===== config.mk =====
export PLATFORM = sky130hd
export DESIGN_NAME = program_counter_flat
export DESIGN_NICKNAME = d
export VERILOG_FILES = /design/src/rtl/program_counter_pkg.sv /design/src/rtl/program_counter_if.sv /design/src/rtl/program_counter_return_stack.sv /design/src/rtl/program_counter.sv /design/src/flat_wrapper.sv
export SDC_FILE = /design/constraint.sdc
export NUM_CORES = 1
export LEC_CHECK = 0
export ABC_AREA = 0
export CORE_AREA = 2 2 50 52
export CTS_CLUSTER_DIAMETER = 120
export CTS_CLUSTER_SIZE = 24
export DETAILED_ROUTE_END_ITERATION = 10
export DIE_AREA = 0 0 52 54
export HOLD_SLACK_MARGIN = 0.05
export PLACE_DENSITY_LB_ADDON = 0.25
export SYNTH_ARGS = -nofsm -noshare
export SYNTH_HDL_FRONTEND = slang
export SYNTH_SLANG_ARGS = --single-unit

===== constraint.sdc =====
create_clock -name clk_i -period 2.5 [get_ports clk_i]
set_input_delay 0.375 -clock clk_i [delete_from_list [all_inputs] [get_ports clk_i]]
set_output_delay 0.375 -clock clk_i [all_outputs]
set_load 0.01 [all_outputs]

===== src/rtl/program_counter_pkg.sv =====
// Shared types and default parameters for the fetch-stage program counter.
// Replaces the old DefinitionsPC.v include: state encodings and default reset address.
package program_counter_pkg;

   typedef enum logic [1:0] {
      PC_BOOT  = 2'd0,
      PC_RUN   = 2'd1,
      PC_FLUSH = 2'd2
   } pc_state_e;

   localparam int PC_ADDR_WIDTH_DEF = 10;
   localparam int PC_RESET_ADDR_DEF = 0;
   localparam int PC_RAS_DEPTH_DEF  = 4;

endpackage


===== src/rtl/program_counter_if.sv =====
// Decode/hazard <-> fetch bundle; the master side is decode/hazard, the slave side is the PC.
interface program_counter_if #(
   parameter int ADDR_WIDTH = 10
);
   logic                  stall;
   logic                  branch_taken;
   logic [ADDR_WIDTH-1:0] branch_target;
   logic                  call;
   logic                  ret;
   logic [ADDR_WIDTH-1:0] pc;
   logic                  pc_valid;
   logic                  flush;
   logic                  stack_err;

   modport master (
      output stall, branch_taken, branch_target, call, ret,
      input  pc, pc_valid, flush, stack_err
   );

   modport slave (
      input  stall, branch_taken, branch_target, call, ret,
      output pc, pc_valid, flush, stack_err
   );
endinterface


===== src/rtl/program_counter_return_stack.sv =====
// Circular hardware return-address stack: push overwrites the oldest entry when full,
// pop on empty returns EMPTY_VALUE; both conditions are reported as single-cycle pulses.
module return_stack
   import program_counter_pkg::*;
#(
   parameter int               DEPTH       = PC_RAS_DEPTH_DEF,
   parameter int               WIDTH       = PC_ADDR_WIDTH_DEF,
   parameter logic [WIDTH-1:0] EMPTY_VALUE = '0
) (
   input  logic             clk_i,
   input  logic             rst_ni,
   input  logic             push_i,
   input  logic             pop_i,
   input  logic [WIDTH-1:0] push_data_i,
   output logic [WIDTH-1:0] top_o,
   output logic             overflow_o,
   output logic             underflow_o
);
   localparam int PW = $clog2(DEPTH);

   logic [WIDTH-1:0] mem_q [DEPTH];
   logic [PW-1:0]    wr_ptr_q, wr_ptr_d;
   logic [PW:0]      count_q, count_d;
   logic [PW-1:0]    top_ptr;
   logic             empty;
   logic             full;
   logic             do_push;

   assign top_ptr = wr_ptr_q - PW'(1);
   assign empty   = (count_q == '0);
   assign full    = (count_q == (PW+1)'(DEPTH));
   // Pop wins if both are requested; the pointer wraps naturally because DEPTH is a power of two.
   assign do_push = push_i & ~pop_i;

   assign top_o       = empty ? EMPTY_VALUE : mem_q[top_ptr];
   assign overflow_o  = do_push & full;
   assign underflow_o = pop_i & empty;

   always_comb begin
      wr_ptr_d = wr_ptr_q;
      count_d  = count_q;
      if (pop_i) begin
         if (!empty) begin
            wr_ptr_d = top_ptr;
            count_d  = count_q - (PW+1)'(1);
         end
      end else if (push_i) begin
         wr_ptr_d = wr_ptr_q + PW'(1);
         if (!full) begin
            count_d = count_q + (PW+1)'(1);
         end
      end
   end

   always_ff @(posedge clk_i or negedge rst_ni) begin
      if (!rst_ni) begin
         wr_ptr_q <= '0;
         count_q  <= '0;
      end else begin
         wr_ptr_q <= wr_ptr_d;
         count_q  <= count_d;
      end
   end

   always_ff @(posedge clk_i) begin
      if (do_push) begin
         mem_q[wr_ptr_q] <= push_data_i;
      end
   end

endmodule


===== src/rtl/program_counter.sv =====
// Fetch-stage PC: sequential fetch, branch redirect with one-cycle flush, stall hold.
// Define RET_STACK_EN to build the call/return stack; without it iCall/iReturn are ignored.
module program_counter
   import program_counter_pkg::*;
#(
   parameter int                    ADDR_WIDTH = PC_ADDR_WIDTH_DEF,
   parameter logic [ADDR_WIDTH-1:0] RESET_ADDR = ADDR_WIDTH'(PC_RESET_ADDR_DEF),
   parameter int                    RAS_DEPTH  = PC_RAS_DEPTH_DEF
) (
   input  logic               clk_i,
   input  logic               rst_ni,
   program_counter_if.slave   bus_if
);

   pc_state_e             state_q, state_d;
   logic [ADDR_WIDTH-1:0] pc_q, pc_d;
   logic                  flush_q;
   logic                  err_q, err_d;

   logic                  ret_req;
   logic                  call_req;
   logic                  push;
   logic                  pop;
   logic [ADDR_WIDTH-1:0] ras_top;
   logic                  ras_over;
   logic                  ras_under;

`ifdef RET_STACK_EN
   assign ret_req  = bus_if.ret;
   assign call_req = bus_if.call;

   // The pushed value is the pre-edge PC, i.e. the fall-through address of the call.
   return_stack #(
      .DEPTH       (RAS_DEPTH),
      .WIDTH       (ADDR_WIDTH),
      .EMPTY_VALUE (RESET_ADDR)
   ) u_return_stack (
      .clk_i       (clk_i),
      .rst_ni      (rst_ni),
      .push_i      (push),
      .pop_i       (pop),
      .push_data_i (pc_q),
      .top_o       (ras_top),
      .overflow_o  (ras_over),
      .underflow_o (ras_under)
   );
`else
   localparam int unused_ras_depth = RAS_DEPTH;
   logic unused_stack_ctl;

   assign ret_req          = 1'b0;
   assign call_req         = 1'b0;
   assign ras_top          = RESET_ADDR;
   assign ras_over         = 1'b0;
   assign ras_under        = 1'b0;
   assign unused_stack_ctl = bus_if.call ^ bus_if.ret ^ push ^ pop;
`endif

   always_comb begin
      state_d = state_q;
      pc_d    = pc_q;
      push    = 1'b0;
      pop     = 1'b0;
      case (state_q)
         PC_BOOT: begin
            state_d = PC_RUN;
         end
         PC_RUN: begin
            if (ret_req) begin
               pc_d    = ras_top;
               pop     = 1'b1;
               state_d = PC_FLUSH;
            end else if (bus_if.branch_taken) begin
               pc_d    = bus_if.branch_target;
               push    = call_req;
               state_d = PC_FLUSH;
            end else if (!bus_if.stall) begin
               pc_d = pc_q + ADDR_WIDTH'(1);
            end
         end
         PC_FLUSH: begin
            // Decode inputs belong to the killed instruction; only the stall matters here.
            if (!bus_if.stall) begin
               pc_d    = pc_q + ADDR_WIDTH'(1);
               state_d = PC_RUN;
            end
         end
         default: begin
            state_d = PC_BOOT;
         end
      endcase
      err_d = err_q | ras_over | ras_under;
   end

   always_ff @(posedge clk_i or negedge rst_ni) begin
      if (!rst_ni) begin
         state_q <= PC_BOOT;
         pc_q    <= RESET_ADDR;
         flush_q <= 1'b0;
         err_q   <= 1'b0;
      end else begin
         state_q <= state_d;
         pc_q    <= pc_d;
         flush_q <= (state_d == PC_FLUSH);
         err_q   <= err_d;
      end
   end

   assign bus_if.pc        = pc_q;
   assign bus_if.pc_valid  = (state_q != PC_BOOT);
   assign bus_if.flush     = flush_q;
   assign bus_if.stack_err = err_q;

endmodule

===== src/flat_wrapper.sv =====
// flat-port wrapper written by rule: the top's interface ports become plain ports
module program_counter_flat import program_counter_pkg::*;
#(
   parameter int                    ADDR_WIDTH = PC_ADDR_WIDTH_DEF,
   parameter logic [ADDR_WIDTH-1:0] RESET_ADDR = ADDR_WIDTH'(PC_RESET_ADDR_DEF),
   parameter int                    RAS_DEPTH  = PC_RAS_DEPTH_DEF
)
  (clk_i, rst_ni, bus_if_stall, bus_if_branch_taken, bus_if_branch_target, bus_if_call, bus_if_ret, bus_if_pc, bus_if_pc_valid, bus_if_flush, bus_if_stack_err);
  program_counter_if #(.ADDR_WIDTH(ADDR_WIDTH)) bus_if_i ();
  input  logic clk_i;
  input  logic rst_ni;
  input wire logic [$bits(bus_if_i.stall)-1:0] bus_if_stall;
  input wire logic [$bits(bus_if_i.branch_taken)-1:0] bus_if_branch_taken;
  input wire logic [$bits(bus_if_i.branch_target)-1:0] bus_if_branch_target;
  input wire logic [$bits(bus_if_i.call)-1:0] bus_if_call;
  input wire logic [$bits(bus_if_i.ret)-1:0] bus_if_ret;
  output wire logic [$bits(bus_if_i.pc)-1:0] bus_if_pc;
  output wire logic [$bits(bus_if_i.pc_valid)-1:0] bus_if_pc_valid;
  output wire logic [$bits(bus_if_i.flush)-1:0] bus_if_flush;
  output wire logic [$bits(bus_if_i.stack_err)-1:0] bus_if_stack_err;
  assign bus_if_i.stall = bus_if_stall;
  assign bus_if_i.branch_taken = bus_if_branch_taken;
  assign bus_if_i.branch_target = bus_if_branch_target;
  assign bus_if_i.call = bus_if_call;
  assign bus_if_i.ret = bus_if_ret;
  assign bus_if_pc = bus_if_i.pc;
  assign bus_if_pc_valid = bus_if_i.pc_valid;
  assign bus_if_flush = bus_if_i.flush;
  assign bus_if_stack_err = bus_if_i.stack_err;
  program_counter #(.ADDR_WIDTH(ADDR_WIDTH), .RESET_ADDR(RESET_ADDR), .RAS_DEPTH(RAS_DEPTH)) u_core (.clk_i(clk_i), .rst_ni(rst_ni), .bus_if(bus_if_i));
endmodule

* Yosys cells after proc, flatten, opt, wreduce, memory -nomap -nowiden
Cells that the tools add are included.
Word-level totals: register bits 13, logic and storage cells 16
Cells by class: equality and inequality tests 3, reduce and logical (&&, ||, !) cells 3, $add $sub $neg 1, mux-type cells 6
Operators by type and width (count):
- 2-to-1 mux 10 bit | 2
- case mux 10 bit (2 select lines) | 1
- adder 10 x 1 -> 10 bit (second input constant) | 1
- case mux 2 bit (3 select lines) | 1
- equality test 2 bit (second input constant) | 2
- 2-to-1 mux 2 bit | 2
- nonzero test 2 bit | 2
- equality test 2 x 1 -> 1 bit (second input constant) | 1
- zero test 2 bit | 1

* Depth between registers and ports, before layout
Gate-level depths: netlist (run 1).
depth in word-level cells 4, depth in mapped cells 7, mapped depth without buffers 6

* Least setup slack after synthesis (run 1)
Ideal clock, no wire load.
path type register to register, from register u_core.state_q[0], to register u_core.pc_q[5], in the netlist u_core.bus_if.pc[5], stages on the path, launching flop included 8, path buffers 1, data arrival time 1.266 ns, path slack 1.097 ns, period minus slack after synthesis 1.403 ns, cells stage by stage dfrtp_1 > inv_1 > ha_1 > nand2b_1 > buf_2 > o21ai_0 > a21oi_1 > a21oi_1
Between the ends: word-level cells in the longest chain between the ends 2
Ends and longest elaborated chain:
- start: declaration | line program_counter.sv:15 | pc_state_e state_q, state_d;
- start signal: assignment | line program_counter.sv:102 | state_q <= state_d;
- equality test 2 bit / equality test 2 x 1 -> 1 bit (equally long branches)
- case mux 10 bit (2 select lines) / nonzero test 2 bit (equally long branches)
- end signal: assignment | line program_counter.sv:103 | pc_q <= pc_d;
- end: declaration | line program_counter.sv:16 | logic [ADDR_WIDTH-1:0] pc_q, pc_d;
Several ways; a longest one is shown, not always the timed one. A chain may end at the register's enable or synchronous reset.

* Worst setup path after layout (run 1)
from register u_core.state_q[0], to output port bus_if_pc_valid
Between the ends: word-level cells in the longest chain between the ends 1
Ends and longest elaborated chain:
- nonzero test 2 bit | line program_counter.sv:110 | assign bus_if.pc_valid = (state_q != PC_BOOT);
- end: declaration | line flat_wrapper.sv:18 | output wire logic [$bits(bus_if_i.pc_valid)-1:0] bus_if_pc_valid;
No other way between the ends.

==> results.tsv, run 1 <==
metric	value	unit
Syn-to-layout area delta	35.4	%
starting density of the core	36.0	%
Post-Route Setup TNS	0	ns
drt via density	5.24	
Starting DRT DRC Count	13	
global route overflow	0	
Leakage	0.484	nW
nets@finish	143	
largest family of logic cells by synthesized area	compound AO/OA/AOI/OAI gates	
die width	52	um
final worst path period need	1.95	ns
max-cap violations	0	
Seq/Total Area, Yosys	39.0	%
largest net degree at the start of global routing	23	
RR Endpoint	u_core.bus_if.pc[8]	
CTS buffer count	3	
crit path launch type	flip-flop	
HP Class	in -> async	
syn_area_per_cell	8.69	um2
final slew viol count	0	
first-pass GRT wire length	3130	um
mux cell area share after synthesis	0	%
XOR/XNOR Fraction of Synth Area	0	%
Mapped Cells	96	
# hold bufs at CTS	0	
layout cells sized above 1	4.96	%
io pins	29	
Placer Congestion	0.736	
Setup Skew	0.00480	ns
asr flop ratio synth	100	%
vias in the first global route	708	
Final ANT Viol Nets	0	
Least-Margin Pin Slew	0.661	ns
Worst Path Arrival	1.58	ns
Die ar.	2810	um2
CTS tree	built	
Root Driver	clkbuf_4	
Synth Cell Area	835	um2
reg2reg start	u_core.state_q[0]	
maximum fanout along the worst path	4	
count of antenna diodes in the layout	0	
DR pass1 iterations	4	
Final Setup Violations	0	
Worst-Skew Late Latency	0.27	ns
Synth Area in Simple Gates	20.7	%
DRT Wirelength	1880	um
initial antenna violation count	0	
CP Class	reg -> out	
path depth of the worst reg2reg path	6	
drt wl/cell	12.5	um
WHS	0.478	ns
Pwr per Cell Area	1190	nW/um2
crit share post-route	78.2	%
Die Y	54	um
post_cts resized	0	
Synth Flop Type	dfrtp_1	
Worst Path Required	2.12	ns
detailed-route DRC error count	0	
status	finished, final reports clean	
area share of fa/ha/maj cells after synthesis	7.50	%
Post-CTS Setup Bufs	0	
via count	791	
yosys warns	0	
Rel. slew slack	56.0	%
number of I/O port buffers	25	
Synth Register Bits	13	
CTS Buffer Depth	2	
DP Wirelength	1390	um
number of synthesized flops with an enable pin	0	
Worst VDD drop	681	uV
# H-tree levels	1	
Reg clk slew, reported paths	0.09	ns
critical path endpoint category	primary output	
Syn Nets	117	
clk sink count	13	
Distinct cells, synth	32	
GRT Total Usage	15.4	%
Max Clock Freq	0.512	GHz
Core ar.	2320	um2
reg2reg setup slack	0.64	ns
RSZ-0062 raised after global routing	false	
post-synthesis compound-gate area fraction	27.0	%
row cnt	18	
Hold Fails Final Rpt	0	
[power breakdown]
group / internal (mW) / switching [mW]
logic: 0.383 / 0.391
registers: 0.315 / 0.125
clock network: 0.0618 / 0.0711
total: 0.760 / 0.588
[logic make-up after synthesis]
logic type,after synthesis
compound gates,38
fa+ha+maj,5
buf+inv,10
flops,13
other cells,1
simple gates,29
[layout make-up]
cell class	instances	area (um2)
fill	221	1190
multi-input combinational	73	464
sequential	13	325
timing repair buffer	26	258
tap	30	37.5
clock buffer	4	26.3
inverter	5	18.8
[state kept, by name (all words and copies together), names as in the netlist]
register / flops
u_core.state_q: 2
u_core.bus_if.pc: 10
u_core.bus_if.flush: 1
[cell usage after synthesis (2+ instances only)]
library cell	count	area, um2
a211oi_1	2	15.0
a21o_1	3	22.5
a21oi_1	16	80.1
buf_2	3	15.0
dfrtp_1	13	325
ha_1	5	62.6
inv_1	5	18.8
nand2_1	11	41.3
nand3_1	2	10.0
nor2b_1	4	25.0
nor4_1	2	12.5
o21ai_0	6	30.0
o22ai_1	5	31.3
[per-stage QoR]
| stage | std cells | util [%] | area [um2] | worst slack [ns] | power [mW] |
|---|---|---|---|---|---|
| after floorplan | 96 | - | 835 | 1.10 | 0.911 |
| after global placement | 147 | 47.6 | 1100 | 0.592 | 1.20 |
| after detailed placement | 147 | 47.6 | 1100 | 0.577 | 1.22 |
| after CTS | 151 | 48.7 | 1130 | 0.522 | 1.36 |
| after global routing | 151 | 48.7 | 1130 | 0.404 | 1.47 |
| final | 151 | 48.7 | 1130 | 0.546 | 1.35 |
[per-layer routing]
metal  wire length, um  global-route usage, %  vias up
met1               855                   18.3      374
met5                 0                      0        -
met3                91                   3.89        2
li1                  -                      -      400
met2               923                   25.7       15
met4                13                   7.89        0
[worst max path at each step]
| stage | start | end | slack (ns) | depth (start not counted) |
|---|---|---|---|---|
| 2_1_floorplan | u_core.state_q[0] | u_core.bus_if.pc[5] | 1.10 | 7 |
| 3_5_place_dp | bus_if_branch_taken | u_core.bus_if.pc[0] | 0.58 | 6 |
| 5_1_grt | u_core.state_q[0] | u_core.bus_if.pc[1] | 0.40 | 7 |
| 4_1_cts | u_core.state_q[0] | bus_if_pc_valid | 0.52 | 4 |
| 3_3_place_gp | bus_if_branch_taken | u_core.bus_if.pc[8] | 0.59 | 5 |
| 6_report | u_core.state_q[0] | bus_if_pc_valid | 0.55 | 4 |
[cell usage in the layout (no fill, tap or decap), drive strengths merged]
cell           Yosys  final
o21ai              6      6
o32ai              1      1
o211ai             1      1
nor2b              4      4
and3b              1      1
nand2             12     12
ha                 5      5
buf                4      1
a2bb2oi            1      1
nand4b             2      2
conb               1      1
or3                1      1
a31oi              1      1
nand4              1      1
clkbuf             1      4
o22ai              5      5
inv                5      5
nand3              2      2
dfrtp             13     13
a21boi             1      1
nand2b             1      1
a21oi             16     16
o31ai              1      1
nor4               2      2
clkdlybuf4s50      0     25
a211oi             2      2
nand3b             1      1
and3               1      1
nor2               1      1
a21o               3      3
[worst max-delay path: stages, from the launching register on]
cell and delay [ns]:
dfrtp_1 0.42, inv_1 0.08, ha_1 0.19, inv_1 0.08
clkdlybuf4s50_1 0.54
(Power assumes the default switching activity.)
==> inputs of run 2 (changes only) <==
Clock period 2.5 ns to 1.9 ns, I/O delays scaled along.
==> run 2 against run 1 <==
Clock power is 31% higher. Via count up 1.4%. Sequential power is 30% higher. Combinational power grew 40%. Register-to-register slack worse by 0.41 ns. Cell count grew 2.0%. Critical path type unchanged. Highest routed layer unchanged.
==> results.tsv, run 2 (synthesis gave the netlist of run 1 again) <==
metric	value	unit	change
Rel. slew slack	57.9	%	+1.9 points
global route overflow	0		unchanged
status	finished, final reports clean		
Starting DRT DRC Count	9		-4
Comb power frac	59.1	%	+1.7 points
drt wl/cell	12.6	um	+1.2%
CTS buffer count	3		unchanged
Worst Path Arrival	1.54	ns	-0.04 ns
io pins	29		unchanged
DR pass1 iterations	4		unchanged
Design Area, Final	1150	um2	+2.0%
Reg clk slew, reported paths	0.08	ns	about the same
Die ar.	2810	um2	unchanged
Post-Route Setup TNS	0	ns	unchanged
detailed-route DRC error count	0		unchanged
GRT Total Usage	15.2	%	-0.24 points
final worst path period need	1.82	ns	
Hold Fails Final Rpt	0		unchanged
Clk network pwr share	9.5	%	-0.4 points
Max Clock Freq	0.548	GHz	
Pint	1.04	mW	+37%
Switch Pwr	782	uW	+33%
clk sink count	13		unchanged
commonest non-fill, non-tap cell in the layout	clkdlybuf4s50_1		
crit share post-route	96.0	%	
vias in the first global route	745		+5.2%
CTS tree	built		
max FFs per register	10		unchanged
# hold bufs at CTS	0		unchanged
drt via density	5.21		-0.58%
CTS Buffer Depth	2		unchanged
Syn-to-layout area delta	38.1	%	
Final ANT Viol Nets	0		unchanged
count of antenna diodes in the layout	0		unchanged
via count	802		+1.4%
starting density of the core	36.0	%	unchanged
Worst Path Required	1.62	ns	-0.50 ns
Seq. cell area	325	um2	unchanged
Post-DP Area	1120	um2	+1.4%
Pwr per Cell Area	1580	nW/um2	+33%
HP Class	in -> async		
die width	52	um	unchanged
Post-CTS Setup Bufs	0		unchanged
placed cells	149		+1.4%
number of I/O port buffers	25		unchanged
maximum fanout along the worst path	3		-1
DRT Wirelength	1940	um	+3.2%
crit path launch type	flip-flop		
Root Driver	clkbuf_4		
# H-tree levels	1		unchanged
DP Wirelength	1470	um	+5.2%
first-pass GRT wire length	3090	um	-1.3%
max-cap violations	0		unchanged
Leakage	0.498	nW	+3.0%
post_cts resized	0		unchanged
Sw Share	42.9	%	-0.72 points
row cnt	18		unchanged
largest net degree at the start of global routing	19		-17%
Worst VDD drop	876	uV	+29%
initial antenna violation count	0		unchanged
Final Setup Violations	0		unchanged
critical path endpoint category	primary output		
final non-filler cell total	154		+2.0%
Setup Skew	0.00168	ns	-0.00312 ns
Filler cells	231		+4.5%
sequential power share	31.3	%	-1.4 points
final slew viol count	0		unchanged
total chip power	1.82	mW	+35%
Util after Layout	49.7	%	+0.97 points
CP Class	reg -> out		
Placer Congestion	0.758		+3.0%
nets@finish	146		+2.1%
Least-Margin Pin Slew	0.630	ns	-0.0305 ns
Die Y	54	um	unchanged
area of the multi-input gates	464	um2	unchanged
RSZ-0062 raised after global routing	false		
Core ar.	2320	um2	unchanged
Worst-Skew Late Latency	0.27	ns	about the same
most frequent cells in the layout	25 x clkdlybuf4s50_1, 16 x a21oi_1, 13 x dfrtp_1		
layout cells sized above 1	7.26	%	+2.3 points
run 2: cell count changes in the layout (fill, tap and decap cells not counted), sizes merged:
cell and delta:
buf +3
run 2: worst paths after layout:
path / from / endpoint / slack [ns] / cells after the start
worst max-delay path: u_core.state_q[1] / bus_if_pc_valid / 0.08 / 4
worst min-delay path: rst_ni / u_core.bus_if.pc[3] / 0.39 / 1
worst max register to register: u_core.state_q[0] / u_core.bus_if.pc[8] / 0.23 / 6
worst min register to register: u_core.bus_if.pc[4] / u_core.bus_if.pc[4] / 0.59 / 2
max in group asynchronous: rst_ni / u_core.state_q[0] / 1.10 / 1
min in group clk_i: u_core.bus_if.pc[4] / u_core.bus_if.pc[4] / 0.59 / 2
run 2: critical path: stages (launching register included):
cell and delay [ns]:
dfrtp_1 0.38, inv_1 0.08, ha_1 0.18, inv_1 0.08, clkdlybuf4s50_1 0.54
run 2: final cells by class:
| cell class | instances | area share (%) |
|---|---|---|
| multi-input combinational | 73 | 40.3 |
| timing repair buffer | 29 | 24.3 |
| clock buffer | 4 | 2.28 |
| inverter | 5 | 1.63 |
| sequential | 13 | 28.2 |
| tap | 30 | 3.26 |
run 2: stage by stage:
step / setup slack (ns) / hold WS (ns)
floorplan: 0.497 / -0.0106
CTS: 0.0168 / 0.411
finish: 0.0755 / 0.395
global route: 0.00759 / 0.427
global placement: 0.184 / 0.572
detailed placement: 0.180 / 0.575
run 2: routing by layer:
layer / share of wire (%) / GRT usage [%] / up-vias
met5: 0 / 0 / -
met4: 1.1 / 6.58 / 0
met1: 46 / 17.1 / 370
met2: 48 / 27.4 / 23
li1: - / - / 405
met3: 5.0 / 3.33 / 4
run 2: power groups by stage:
stage | sequential, mW | clock, mW | combinational (mW)
floorplan | 0.611 | 0 | 0.588
global placement | 0.579 | 0 | 1.04
detailed placement | 0.585 | 0 | 1.06
CTS | 0.580 | 0.180 | 1.07
global route | 0.595 | 0.194 | 1.20
finish | 0.572 | 0.174 | 1.08
